==> config.mk <==
export PLATFORM = sky130hd
export DESIGN_NAME = derotator_afc_ctrl
export DESIGN_NICKNAME = d
export VERILOG_FILES = /design/src/rtl/derotator_afc_ctrl.sv
export SDC_FILE = /design/constraint.sdc
export NUM_CORES = 1
export LEC_CHECK = 0
export ABC_AREA = 1
export BUFFER_PORTS_ARGS = -buffer_cell sky130_fd_sc_hd__buf_2
export CORE_ASPECT_RATIO = 1.5
export CORE_MARGIN = 2
export CORE_UTILIZATION = 43
export CTS_CLUSTER_DIAMETER = 60
export DETAILED_ROUTE_END_ITERATION = 6
export GPL_ROUTABILITY_DRIVEN = 0
export GPL_TIMING_DRIVEN = 0
export PLACE_DENSITY_LB_ADDON = 0.25
export SYNTH_ARGS = -nofsm -noshare
export SYNTH_HDL_FRONTEND = slang
export SYNTH_SLANG_ARGS = --single-unit
==> constraint.sdc <==
create_clock -name clk -period 5.8 [get_ports clk]
set_input_delay 1.16 -clock clk [delete_from_list [all_inputs] [get_ports clk]]
set_output_delay 1.16 -clock clk [all_outputs]
set_load 0.005 [all_outputs]
==> src/rtl/derotator_afc_ctrl.sv <==
// derotator_afc_ctrl: AFC sequencer owning the derotator frequency word.
// Acquires a coarse estimate, slews freq_word toward it at a bounded rate
// per symbol, then runs a first-order fine loop with lock/unlock detection.
//
// state | meaning
// ------+-----------------------------------------------------------
// IDLE  | controller disabled, freq_word held
// ACQ   | waiting for a coarse estimate
// SLEW  | stepping freq_word toward target, one step per symbol
// TRACK | fine loop closed on phase-error samples, lock detection live
module derotator_afc_ctrl #(
  parameter int PHASE_WIDTH = 32,
  parameter int ERR_WIDTH   = 16,
  parameter int STEP_MAX    = 1048576,
  parameter int KI_SHIFT    = 8,
  parameter int LOCK_THR    = 512,
  parameter int LOCK_CNT    = 64,
  parameter int UNLOCK_CNT  = 16
) (
  input  logic                   clk,
  input  logic                   rst,
  input  logic                   enable,
  input  logic                   sym_valid,
  input  logic                   coarse_valid,
  input  logic [PHASE_WIDTH-1:0] coarse_freq,
  input  logic                   fine_valid,
  input  logic [ERR_WIDTH-1:0]   fine_err,
  output logic [PHASE_WIDTH-1:0] freq_word,
  output logic                   coarse_ack,
  output logic                   locked,
  output logic [1:0]             state
);

  localparam int PW  = PHASE_WIDTH;
  localparam int EW  = ERR_WIDTH;
  localparam int LCW = $clog2(LOCK_CNT + 1);
  localparam int UCW = $clog2(UNLOCK_CNT + 1);

  localparam logic [PW:0]    STEP_MAG  = (PW+1)'(STEP_MAX);
  localparam logic [PW-1:0]  STEP_WORD = PW'(STEP_MAX);
  localparam logic [EW:0]    THR_MAG   = (EW+1)'(LOCK_THR);
  localparam logic [LCW-1:0] LOCK_TC   = LCW'(LOCK_CNT);
  localparam logic [UCW-1:0] UNLOCK_TC = UCW'(UNLOCK_CNT);
  localparam logic [PW-1:0]  FW_MAX    = {1'b0, {(PW-1){1'b1}}};
  localparam logic [PW-1:0]  FW_MIN    = {1'b1, {(PW-1){1'b0}}};

  typedef enum logic [1:0] {
    S_IDLE  = 2'd0,
    S_ACQ   = 2'd1,
    S_SLEW  = 2'd2,
    S_TRACK = 2'd3
  } state_t;

  state_t          state_q, state_n;
  logic [PW-1:0]   freq_q, freq_n;
  logic [PW-1:0]   target_q, target_n;
  logic [LCW-1:0]  lock_cnt_q, lock_cnt_n;
  logic [UCW-1:0]  unlock_cnt_q, unlock_cnt_n;
  logic            locked_q, locked_n;
  logic            ack_q, ack_n;

  // Slew distance; one extra bit so target - freq_word never wraps.
  logic [PW:0] diff;
  logic [PW:0] diff_mag;
  assign diff     = {target_q[PW-1], target_q} - {freq_q[PW-1], freq_q};
  assign diff_mag = diff[PW] ? (-diff) : diff;

  // Loop increment: sign-extended error, arithmetic (floor) shift.
  logic signed [PW:0] err_ext;
  logic signed [PW:0] err_step;
  logic        [PW:0] fine_sum;
  logic [PW-1:0]      fine_sat;
  assign err_ext  = {{(PW+1-EW){fine_err[EW-1]}}, fine_err};
  assign err_step = err_ext >>> KI_SHIFT;
  assign fine_sum = {freq_q[PW-1], freq_q} + err_step;
  assign fine_sat = (fine_sum[PW] != fine_sum[PW-1]) ?
                    (fine_sum[PW] ? FW_MIN : FW_MAX) : fine_sum[PW-1:0];

  // |fine_err| with the most negative code mapping to 2^(EW-1).
  logic [EW:0] err_mag;
  logic        in_thr;
  assign err_mag = fine_err[EW-1] ? (-{1'b1, fine_err}) : {1'b0, fine_err};
  assign in_thr  = (err_mag <= THR_MAG);

  logic [LCW-1:0] lock_inc;
  logic [UCW-1:0] unlock_inc;
  assign lock_inc   = (lock_cnt_q == LOCK_TC) ? lock_cnt_q : lock_cnt_q + 1'b1;
  assign unlock_inc = unlock_cnt_q + 1'b1;

  // Next-state and datapath decisions; enable dominates every valid.
  always_comb begin
    state_n      = state_q;
    freq_n       = freq_q;
    target_n     = target_q;
    lock_cnt_n   = lock_cnt_q;
    unlock_cnt_n = unlock_cnt_q;
    locked_n     = locked_q;
    ack_n        = 1'b0;

    if (!enable) begin
      state_n      = S_IDLE;
      locked_n     = 1'b0;
      lock_cnt_n   = '0;
      unlock_cnt_n = '0;
    end else begin
      case (state_q)
        S_IDLE: begin
          state_n = S_ACQ;
        end

        S_ACQ: begin
          if (coarse_valid) begin
            target_n = coarse_freq;
            ack_n    = 1'b1;
            state_n  = S_SLEW;
          end
        end

        S_SLEW: begin
          // A fresh estimate retargets the slew; that cycle's step is skipped.
          if (coarse_valid) begin
            target_n = coarse_freq;
            ack_n    = 1'b1;
          end else if (sym_valid) begin
            if (diff_mag <= STEP_MAG) begin
              freq_n  = target_q;
              state_n = S_TRACK;
            end else if (diff[PW]) begin
              freq_n = freq_q - STEP_WORD;
            end else begin
              freq_n = freq_q + STEP_WORD;
            end
          end
        end

        S_TRACK: begin
          if (coarse_valid && !locked_q) begin
            target_n     = coarse_freq;
            ack_n        = 1'b1;
            lock_cnt_n   = '0;
            unlock_cnt_n = '0;
            state_n      = S_SLEW;
          end else if (fine_valid) begin
            if (locked_q && !in_thr && (unlock_inc == UNLOCK_TC)) begin
              // Loss of lock: freq_word is kept as the starting point for re-acquisition.
              locked_n     = 1'b0;
              lock_cnt_n   = '0;
              unlock_cnt_n = '0;
              state_n      = S_ACQ;
            end else begin
              freq_n = fine_sat;
              if (in_thr) begin
                lock_cnt_n   = lock_inc;
                unlock_cnt_n = '0;
                if (lock_inc == LOCK_TC) begin
                  locked_n = 1'b1;
                end
              end else begin
                lock_cnt_n = '0;
                if (locked_q) begin
                  unlock_cnt_n = unlock_inc;
                end
              end
            end
          end
        end

        default: begin
          state_n = S_IDLE;
        end
      endcase
    end
  end

  // State and datapath registers with synchronous reset.
  always_ff @(posedge clk) begin
    if (rst) begin
      state_q      <= S_IDLE;
      freq_q       <= '0;
      target_q     <= '0;
      lock_cnt_q   <= '0;
      unlock_cnt_q <= '0;
      locked_q     <= 1'b0;
      ack_q        <= 1'b0;
    end else begin
      state_q      <= state_n;
      freq_q       <= freq_n;
      target_q     <= target_n;
      lock_cnt_q   <= lock_cnt_n;
      unlock_cnt_q <= unlock_cnt_n;
      locked_q     <= locked_n;
      ack_q        <= ack_n;
    end
  end

  assign freq_word  = freq_q;
  assign coarse_ack = ack_q;
  assign locked     = locked_q;
  assign state      = state_q;

endmodule
# Word level (Yosys, flattened, before mapping)
# Index checks and enable logic that the tools add are counted.
# word_totals
input_bits,54
word_cells,96
reg_bits,80
out_inout_bits,36
# classes
n_lt_le_gt_ge,2
n_mux,39
eq_ne,18
bitwise,2
addsub,8
n_reduce_logical,20
# ops
cell,count
32-bit 2-to-1 mux,11
32-bit case mux with 2 select lines,2
7-bit 2-to-1 mux,5
32-bit by 8-bit adder with 33-bit output,1
"33-bit by 21-bit <= comparator with 1-bit output, second input constant",1
33-bit 2-to-1 mux,1
33-bit negation,1
32-bit by 32-bit subtractor with 33-bit output,1
"32-bit by 21-bit adder with 32-bit output, second input constant",1
"32-bit by 21-bit subtractor with 32-bit output, second input constant",1
5-bit 2-to-1 mux,5
"17-bit by 10-bit <= comparator with 1-bit output, second input constant",1
17-bit 2-to-1 mux,1
17-bit negation,1
"2-bit inequality test, second input constant",8
"7-bit equality test, second input constant",2
2-bit 2-to-1 mux,7
2-bit nonzero test,5
2-bit case mux with 4 select lines,1
"7-bit by 1-bit adder with 7-bit output, second input constant",1
7-bit AND reduction,1
"3-bit inequality test, second input constant",2
6-bit AND reduction,1
"5-bit by 1-bit adder with 5-bit output, second input constant",1
17 further kinds,27

# Depth between registers and ports, before layout
# Gate-level depths: netlist (run 1).
# depth
word_depth,10
depth_mapped,33
mapped_depth_nobuf,31

# Worst setup path after synthesis (run 1)
# OpenSTA, ideal clock, no wires.
# synth_path
kind,flip-flop to flip-flop
from,"reg freq_q[0], in the netlist freq_word[0]"
to,"reg freq_q[31], in the netlist freq_word[31]"
required_ps,5691
slack_ps,1741
path_stages_with_launch,33
synth_period_minus_slack_ps,4059
t_arrival_ps,3950
n_path_buf,2
path_cell_list,dfxtp_1 ha_1 fa_1 inv_1 nand3_1 nand2_1 nand2_1 nand2_1 nand2_1 nand2_2 nand2_1 nand2_1 nand2_1 nand2_1 buf_6 buf_4 ha_1 a21oi_1 and2_1 inv_1 a21oi_1 inv_1 a21oi_1 nor2_1 o21ai_0 nand2_1 a21oi_1 xnor2_1 nand2_1 nand3_1 nand3_1 nand2_1 inv_1
# synth_between
elab_chain_len,8
word_cells_on_any_way,18
classes_between,add/sub (5); order compare (1); eq/ne (1); mux (11)
# synth_lines
element,line_no,rtl
"start, declared",55,"logic [PW-1:0] freq_q, freq_n;"
"start signal, assigned",187,freq_q <= freq_n;
32-bit by 32-bit subtractor with 33-bit output,65,"assign diff = {target_q[PW-1], target_q} - {freq_q[PW-1], freq_q};"
33-bit negation,66,assign diff_mag = diff[PW] ? (-diff) : diff;
33-bit 2-to-1 mux,66,
33-bit by 21-bit <= comparator with 1-bit output,125,if (diff_mag <= STEP_MAG) begin
32-bit 2-to-1 mux,125,
32-bit 2-to-1 mux,124,end else if (sym_valid) begin
32-bit 2-to-1 mux,121,if (coarse_valid) begin
32-bit case mux with 2 select lines *,106,case (state_q)
# Mark *: on every way between the ends. The rest lies on a longest branch, timed or not. The select of a mux whose other input is x is not followed.
# A chain may end at the register's enable or synchronous reset.

# Worst setup path in the final report (run 1)
# Ends and elaborated chain as after synthesis.

==> impl.org, run 1 <==
** Global route
- Total global-route track usage :: 0.2709
- met2 is the most crowded layer.
- The via count of the first global-routing pass came to 11580.
- Largest net degree at the start of global routing :: 27
- The first global-routing pass estimated 54850 um of wire.
- For met2 alone, demand over resource in global routing was 0.5174.
- After global routing the overflow that remains totals 0.
- For this run, global-route usage on met1 was measured as 0.2841.
- In the global route stage, met3 resource usage came out at 0.02202.
- Initial antenna violation count :: 0

** Routing
- Number of iterations in the first detailed-routing pass :: 6
- DRC Markers :: 0
- Detailed routing inserted a total of approximately 12000 vias.
- Post-DRT Antenna Nets :: 0
- In this run, the number of DRC markers left after iteration 0 of detailed routing was roughly 660.
- Total Routed Length :: 33820 um
- Dividing the detail-routed via count by the number of cells gives ~5.2.
- Dividing the detail-routed wire length by the instance count gives 14.67 um.

** Cells and area
- Share of cells above drive strength 1 :: 0.08107
- Area growth from synthesis to final layout :: 11.11%
- Number of non-filler instances in the completed layout :: 2305
- After the last flow step, the layout net total stands at 2122.
- Most frequent cells in the layout :: nand2_1, inv_1, nor2_1, nand3_1, a21oi_1
- The number of antenna diodes in the final layout is 0.
- The library cell used most frequently in the layout, excluding fill and tap cells, is nand2_1.

** Synth
- Seq/Total Area, Yosys :: 0.1542
- After synthesis, the cell types taking the most area are nand2_1, dfxtp_1, ha_1.
- Counting flops with a built-in enable in the synthesized netlist gives 0.
- In this run, synthesis produced a sequential element count of 80.
- In the synthesized netlist, the number of instances is 1882.
- Most area-hungry cell type in the Yosys netlist :: nand2_1
- Leading register cell type out of synthesis :: dfxtp_1
- Post-Synthesis Net Count :: a little over 2000
- The mapped netlist covers 10390 um^2.
- Distinct cell type count after synthesis :: 46
- After synthesis, the share of flip-flops with an asynchronous set or reset is 0.
- Per-instance average area after synthesis :: 5.519 um^2
- The share of synthesized area in the top cell type comes to 0.2222.
- The Yosys step of the flow raised 0 warnings.

** Pwr
- The analysis attributes to net switching a power of 1.618 mW.
- Total power :: 3.210 mW
- Power density cells :: about 280 nW/um^2
- Cell-internal power :: 1.592 mW
- P_leak :: 6.311 nW
- Share of power burned in the clock network :: 0.192
- Share of power burned in registers :: 0.183
- Across the VDD grid, the largest voltage drop is 166.0 uV.
- Combinational group share of total power :: 0.625
- Of the total power, the share spent switching nets is 0.5040.

** Die
- The floorplan has 69 rows.
- Measured along the y axis, the die boundary spans 194.4 um.
- Initial cell density of the core :: 0.4375
- 90 I/O pins were placed.
- The total area inside the core boundary comes to around 24000 um^2.
- The die covers 25440 um^2.
- Measured along the x axis, the die boundary spans roughly 130 um.

** CTS
- For this design, the CTS-stage hold fixing added 0 buffers.
- CTS tree :: done
- The cell sitting at the root of the clock tree is a clkbuf_16.
- Total CTS buffers :: 9
- Post-CTS resize count :: 0
- Number of clock sinks :: 80
- Max Root-Sink Buffers :: 2
- CTS clock-pin slew for the worst setup and hold paths :: 60 ps
- Source-to-sink clock delay at the later pin of the worst-skew pair :: approximately 350 ps
- The H-tree was split into 3 levels.
- Setup fix buffers added after clock tree synthesis :: 0

** Worst setup path
- Crit path to :: freq_word[31]
- Sort of element at the start of the critical path :: register
- Launching instance or port of the critical path :: freq_word[0]
- Crit Path Class :: register to register
- Cell count of the worst reg-to-reg path :: 32
- Worst r2r dst :: freq_word[31]
- The slowest stage of the critical path is the fa_1 cell.
- For flop-to-flop paths, the worst setup slack is 680 ps.
- Required time at the worst-slack endpoint :: about 6000 ps
- Crit path DAT :: around 5400 ps
- Along the worst path, the maximum fanout reaches 20.
- The largest single stage delay on the critical path is 400 ps.
- STA classifies the critical path endpoint as a register.
- In this run the critical register-to-register path is launched from freq_word[0].
- The cell that appears most often on the critical path is nand2_1.

** Placement
- Including well taps, the total number of placed cells is 2289.
- Detailed Place HPWL :: between 20000 and 30000 um
- During placement, the flow inserted port buffers numbering a little under 90.

** STA
- Max frequency :: 195.5 MHz
- Setup repair after global routing left no endpoint under its margin.
- Minimum clock period after layout :: slightly above 5000 ps
- Clock skew on the completed layout was measured at 7.207 ps.
- In the final timing run, aggregate negative setup slack is 0 ps.
- Headroom to the max-slew limit came out at 0.5154.
- Post-route clock period utilization :: 0.8820
- Total count of max-transition violations in the final report :: 0
- At the pin with the least slew margin, the transition time is 722.0 ps.
- Number of hold-slack violations in the final timing report :: 0
- Setup violations remaining at the end of the flow were counted as 0.

** Outcome
- Status :: completed

** Worst hold path
- In this run the worst hold path is classified as register to register.

** Flow run
- Max capacitance violation total :: 0
-- final cells by class --
type | instances | area [um^2]
clock buffer | 11 | 232.7
inverter | 281 | 1055
buffer | 37 | 195.2
clock inverter | 5 | 81.33
tap | 319 | 399.1
sequential | 80 | 1602
fill | 2591 | 12200
multi-input combinational | 1484 | 7536
timing repair buffer | 88 | 440.4
-- how the worst min path moves through the flow --
stage,from,endpoint,cells past startpoint
CTS,target_q[23],target_q[23],2
global route,target_q[22],target_q[22],2
floorplan,target_q[7],target_q[7],2
finish,target_q[22],target_q[22],2
global placement,target_q[23],target_q[23],2
detailed placement,target_q[23],target_q[23],2
-- cell usage after synthesis (3+ instances only) --
cell type and instances:
o21a_1 6, xor2_1 35, ha_1 84, nand2_2 7
or2_2 3, nand3_2 3, a211oi_1 4, nand3_1 173
a31oi_1 3, inv_2 15, and2_1 6, o21bai_1 9
fa_1 3, nand3b_1 5, nand2_1 615, clkinv_1 5
nor4_1 3, a21oi_1 127, nor3_1 21, o21ai_0 91
buf_2 3, clkbuf_1 25, dfxtp_1 80, buf_6 6
a21o_1 3, nor2_1 196, inv_1 261, o21ai_1 4
xnor2_1 22, nand4_1 31, nor2_2 14
-- kinds of logic (layout without fill, tap and decap cells) --
logic type                 Yosys count  count (layout)  synth area share
DFF                                 80              80            0.1542
and+or+nand+nor                   1080            1080            0.4354
adders and majority gates           87              87            0.1070
AOI/OAI and AO/OA                  260             260            0.1350
buffers and inverters              318             422            0.1203
xor gates and xnor gates            57              57           0.04806
-- worst max-delay path: cells and delay by family, from the launching register on --
| kind | cells | cell delay (ps) |
|---|---|---|
| AOI/OAI and AO/OA | 5 | 950 |
| buffers and inverters | 6 | 780 |
| DFF | 1 | 380 |
| adders and majority gates | 3 | 1000 |
| and+or+nand+nor | 17 | 1750 |
| xor gates and xnor gates | 1 | 140 |
-- through the flow --
| step | hold WS (ps) | utilization | setup slack, ps | area [um^2] |
|---|---|---|---|---|
| after floorplan | 447.6 | - | 1741 | 10390 |
| after global placement | 463.9 | 0.4729 | 710.3 | 11230 |
| after detailed placement | 467.6 | 0.4729 | 663.2 | 11230 |
| after CTS | 477.3 | 0.4861 | 727.7 | 11540 |
| after global routing | 509.6 | 0.4861 | 232.8 | 11540 |
| final | 479.8 | 0.4861 | 684.2 | 11540 |
-- routing by layer --
metal  up-vias  wire length, um
met2       317            17800
met1      5402            12860
li1       6241                -
met3       107             1226
met4         0             1940
met5         -                0
-- power groups by stage --
stage / Sequential (mW) / Combinational [mW] / Clock [mW]
after CTS: 0.588 / 1.98 / 0.624
after floorplan: 0.594 / 1.52 / 0
after global placement: 0.600 / 1.94 / 0
final: 0.589 / 2.00 / 0.617
after global routing: 0.591 / 2.28 / 0.647
after detailed placement: 0.601 / 1.98 / 0
-- sequential cells by signal, summed over array words and instances (netlist names) --
| register | cells |
|---|---|
| lock_cnt_q | 7 |
| target_q | 32 |
| unlock_cnt_q | 5 |
| state | 2 |
| locked | 1 |
| coarse_ack | 1 |
| freq_word | 32 |
(Power assumes the default switching activity.)
==> inputs of run 2 (changes only) <==
- CORE_UTILIZATION: 43 -> 45
==> run 2 against run 1 <==
Non-clock buffer count unchanged. Register-to-register slack worse by 20 ps. Critical path depth unchanged. Largest cell class unchanged. Via count down 0.99%. Combinational power about the same. Worst setup slack worse by 20 ps.
==> impl.org, run 2 (synthesized netlist as in run 1, its figures left out) <==
** CTS
- The number of buffers inserted by post-CTS setup repair was 0 (unchanged).
- The clock latency reported for the late side of the worst-skew pair came to 350 ps (about the same).
- Post-CTS resize count :: 0 (unchanged)
- The number of buffers created by CTS came to 9 (unchanged).
- The cell at the root of the clock tree was clkbuf_16 (unchanged).
- The CTS tree was done (unchanged).
- H-tree lvl count :: 3 (unchanged)
- The number of buffers on the longest clock path is 2 (unchanged).
- The number of buffers inserted by hold repair at cts is 0 (unchanged).
- Number of clock sinks :: 80 (unchanged)
- The clock transition at the registers of the reported paths is 60 ps (about the same).

** Worst setup path
- Largest driver fanout on the critical path :: 20 (unchanged)
- Buf/Inv on CP :: 6 (unchanged)
- The kind of cell with the highest combined delay on the critical path is simple AND/OR/NAND/NOR gates (unchanged).
- Cell with the biggest individual delay on the critical path :: fa_1 (unchanged)
- Sort of element at the start of the critical path :: register (unchanged)
- Crit Path Class :: register to register (unchanged)
- Crit path DAT :: 5380 ps (was 5360 ps)
- The kind of end point of the critical path is a register (unchanged).
- Crit-path max cell delay :: 410 ps (was 400 ps)
- The most frequent cell on the critical path was nand2_1 (unchanged).
- Required time at the worst-slack endpoint :: 6050 ps (was 6040 ps)

** Cells and area
- Most frequent cells in the layout :: nand2_1, inv_1, nor2_1, nand3_1, a21oi_1 (unchanged)
- Most frequent standard cell in the layout excluding fill and tap cells :: nand2_1 (unchanged)
- Share of cells above drive strength 1 :: 0.08111 (was 0.08107)
- The final-stage net count was 2122 (unchanged).
- The antenna diode instance count is 0 (unchanged).
- Final core utilization :: 0.5031 (was 0.4861)
- Area growth from synthesis to final layout :: 10.84% (was 11.11%)

** Global route
- The maximum number of pins on one net before global-route repair is 27 (unchanged).
- Total global-route track usage :: 0.2767 (was 0.2709)
- The number of antenna violations at the first check in global routing was 0 (unchanged).
- The wire length of the first global-routing pass was 53790 um (was 54850 um).
- Total congestion overflow :: 0 (unchanged)
- Via count of the first global-routing pass :: 11610 (was 11580)

** Routing
- Number of iterations in the first detailed-routing pass :: 6 (unchanged)
- The number of design rule violations left after detail routing was 0 (unchanged).
- The count of nets left with antenna violations after detail routing was 0 (unchanged).
- Total Routed Length :: 33310 um (was 33820 um)
- Via-per-instance ratio :: 5.275 (was 5.235)
- The via total after detailed routing is 11950 (was 12070).
- The number of design-rule violations left by the first detailed-router iteration is 730 (was 658).
- Post-detailed-route wirelength per cell :: 14.71 um (was 14.67 um)

** Die
- The starting density of the core is 0.4539 (was 0.4375).
- Y dimension of the die :: 190.1 um (was 194.4 um)
- The core outline area came to 22890 um^2 (was 23740 um^2).
- The width of the chip is 128.1 um (was 130.9 um).
- Row cnt :: 68 (was 69)
- The number of I/O pins is 90 (unchanged).
- Area enclosed by the die boundary :: 24340 um^2 (was 25440 um^2)

** STA
- Total negative setup slack :: 0 ps (unchanged)
- Post-route clock period utilization :: 0.8855 (was 0.8820)
- Final-report setup violation count :: 0 (unchanged)
- Setup skew after layout :: 5.179 ps (was 7.207 ps)
- Relative slew slack :: 0.5251 (was 0.5154)
- Setup repair after global routing missed its margin :: no (unchanged)
- Total count of max-transition violations in the final report :: 0 (unchanged)
- The post-layout minimum cycle time was 5136 ps (was 5116 ps).
- Number of hold-slack violations in the final timing report :: 0 (unchanged)
- Max frequency :: 194.7 MHz (was 195.5 MHz)
- The final-layout worst hold slack was 480.6 ps (was 479.8 ps).
- Least-Margin Pin Slew :: 707.6 ps (was 722.0 ps)

** Pwr
- The worst ir drop on vdd is 156.9 uV (was 166.0 uV).
- The sequential cell fraction of total power is 0.181 (was 0.183).
- Switching part of the total power :: 0.4969 (was 0.5040)
- Switching power :: 1.615 mW (was 1.618 mW)
- The total power draw is 3.250 mW (was 3.210 mW).
- Power density cells :: 282.2 nW/um^2 (was 278.2 nW/um^2)
- The proportion of power drawn by combinational gates was 0.615 (was 0.625).
- The static leakage is 6.320 nW (was 6.311 nW).
- Share of power burned in the clock network :: 0.204 (was 0.192)
- Cell-internal power :: 1.635 mW (was 1.592 mW)

** Placement
- Detailed Place HPWL :: 28160 um (was 28700 um)
- The count of input and output buffers was 88 (unchanged).

** Outcome
- Status: completed (unchanged).

** Flow run
- Max capacitance violation total :: 0 (unchanged)

** Worst hold path
- Worst hold-check path type :: register to register (unchanged)
## run 2: area by class of cell
class                   count  area [um^2]
fillers                  2466        11370
multi-input cells        1484         7536
flip-flops and latches     80         1602
inverters                 281         1055
repair buffers             88        440.4
well taps                 280        350.3
clock buffers              10        229.0
plain buffers              37        195.2
clock inverters             5        106.4
## run 2: per-layer routing
layer / wire [um] / global-route usage / vias to the layer above
li1: - / - / 6218
met1: 12670 / 0.2858 / 5295
met2: 17460 / 0.5339 / 315
met3: 1131 / 0.02053 / 120
met4: 2049 / 0.1661 / 0
met5: 0 / 0 / -
## run 2: final timing paths
kind / start / end / slack (ps) / cells past startpoint
min: unlock_cnt_q[4] / unlock_cnt_q[4] / 480 / 2
max reg2reg: freq_word[0] / freq_word[31] / 660 / 32
min reg2reg: unlock_cnt_q[4] / unlock_cnt_q[4] / 480 / 2
max: freq_word[0] / freq_word[31] / 660 / 32
## run 2: power groups by stage
stage | Combinational, mW | Clock [mW] | Sequential (mW)
4_1_cts | 1.98 | 0.662 | 0.589
6_report | 2.00 | 0.663 | 0.589
2_1_floorplan | 1.52 | 0 | 0.594
3_5_place_dp | 1.97 | 0 | 0.601
5_1_grt | 2.28 | 0.689 | 0.591
3_3_place_gp | 1.94 | 0 | 0.600
## run 2: metrics by stage
stage | instance area [um^2] | worst slack [ps] | std cells
3_5_place_dp | 11180 | 735.7 | 2250
3_3_place_gp | 11180 | 749.6 | 2250
6_report | 11510 | 664.1 | 2265
2_1_floorplan | 10390 | 1741 | 1882
4_1_cts | 11510 | 748.1 | 2265
5_1_grt | 11510 | 282.7 | 2265
## run 2: worst register-to-register path: cells and delay by family, from the launching register on
kind	cells	cell delay (ps)
AND/OR/NAND/NOR	17	1770
adder cells (fa/ha/maj)	3	1020
AO/OA/AOI/OAI	5	930
buffers and inverters	6	770
flip-flops	1	390
XOR/XNOR	1	140
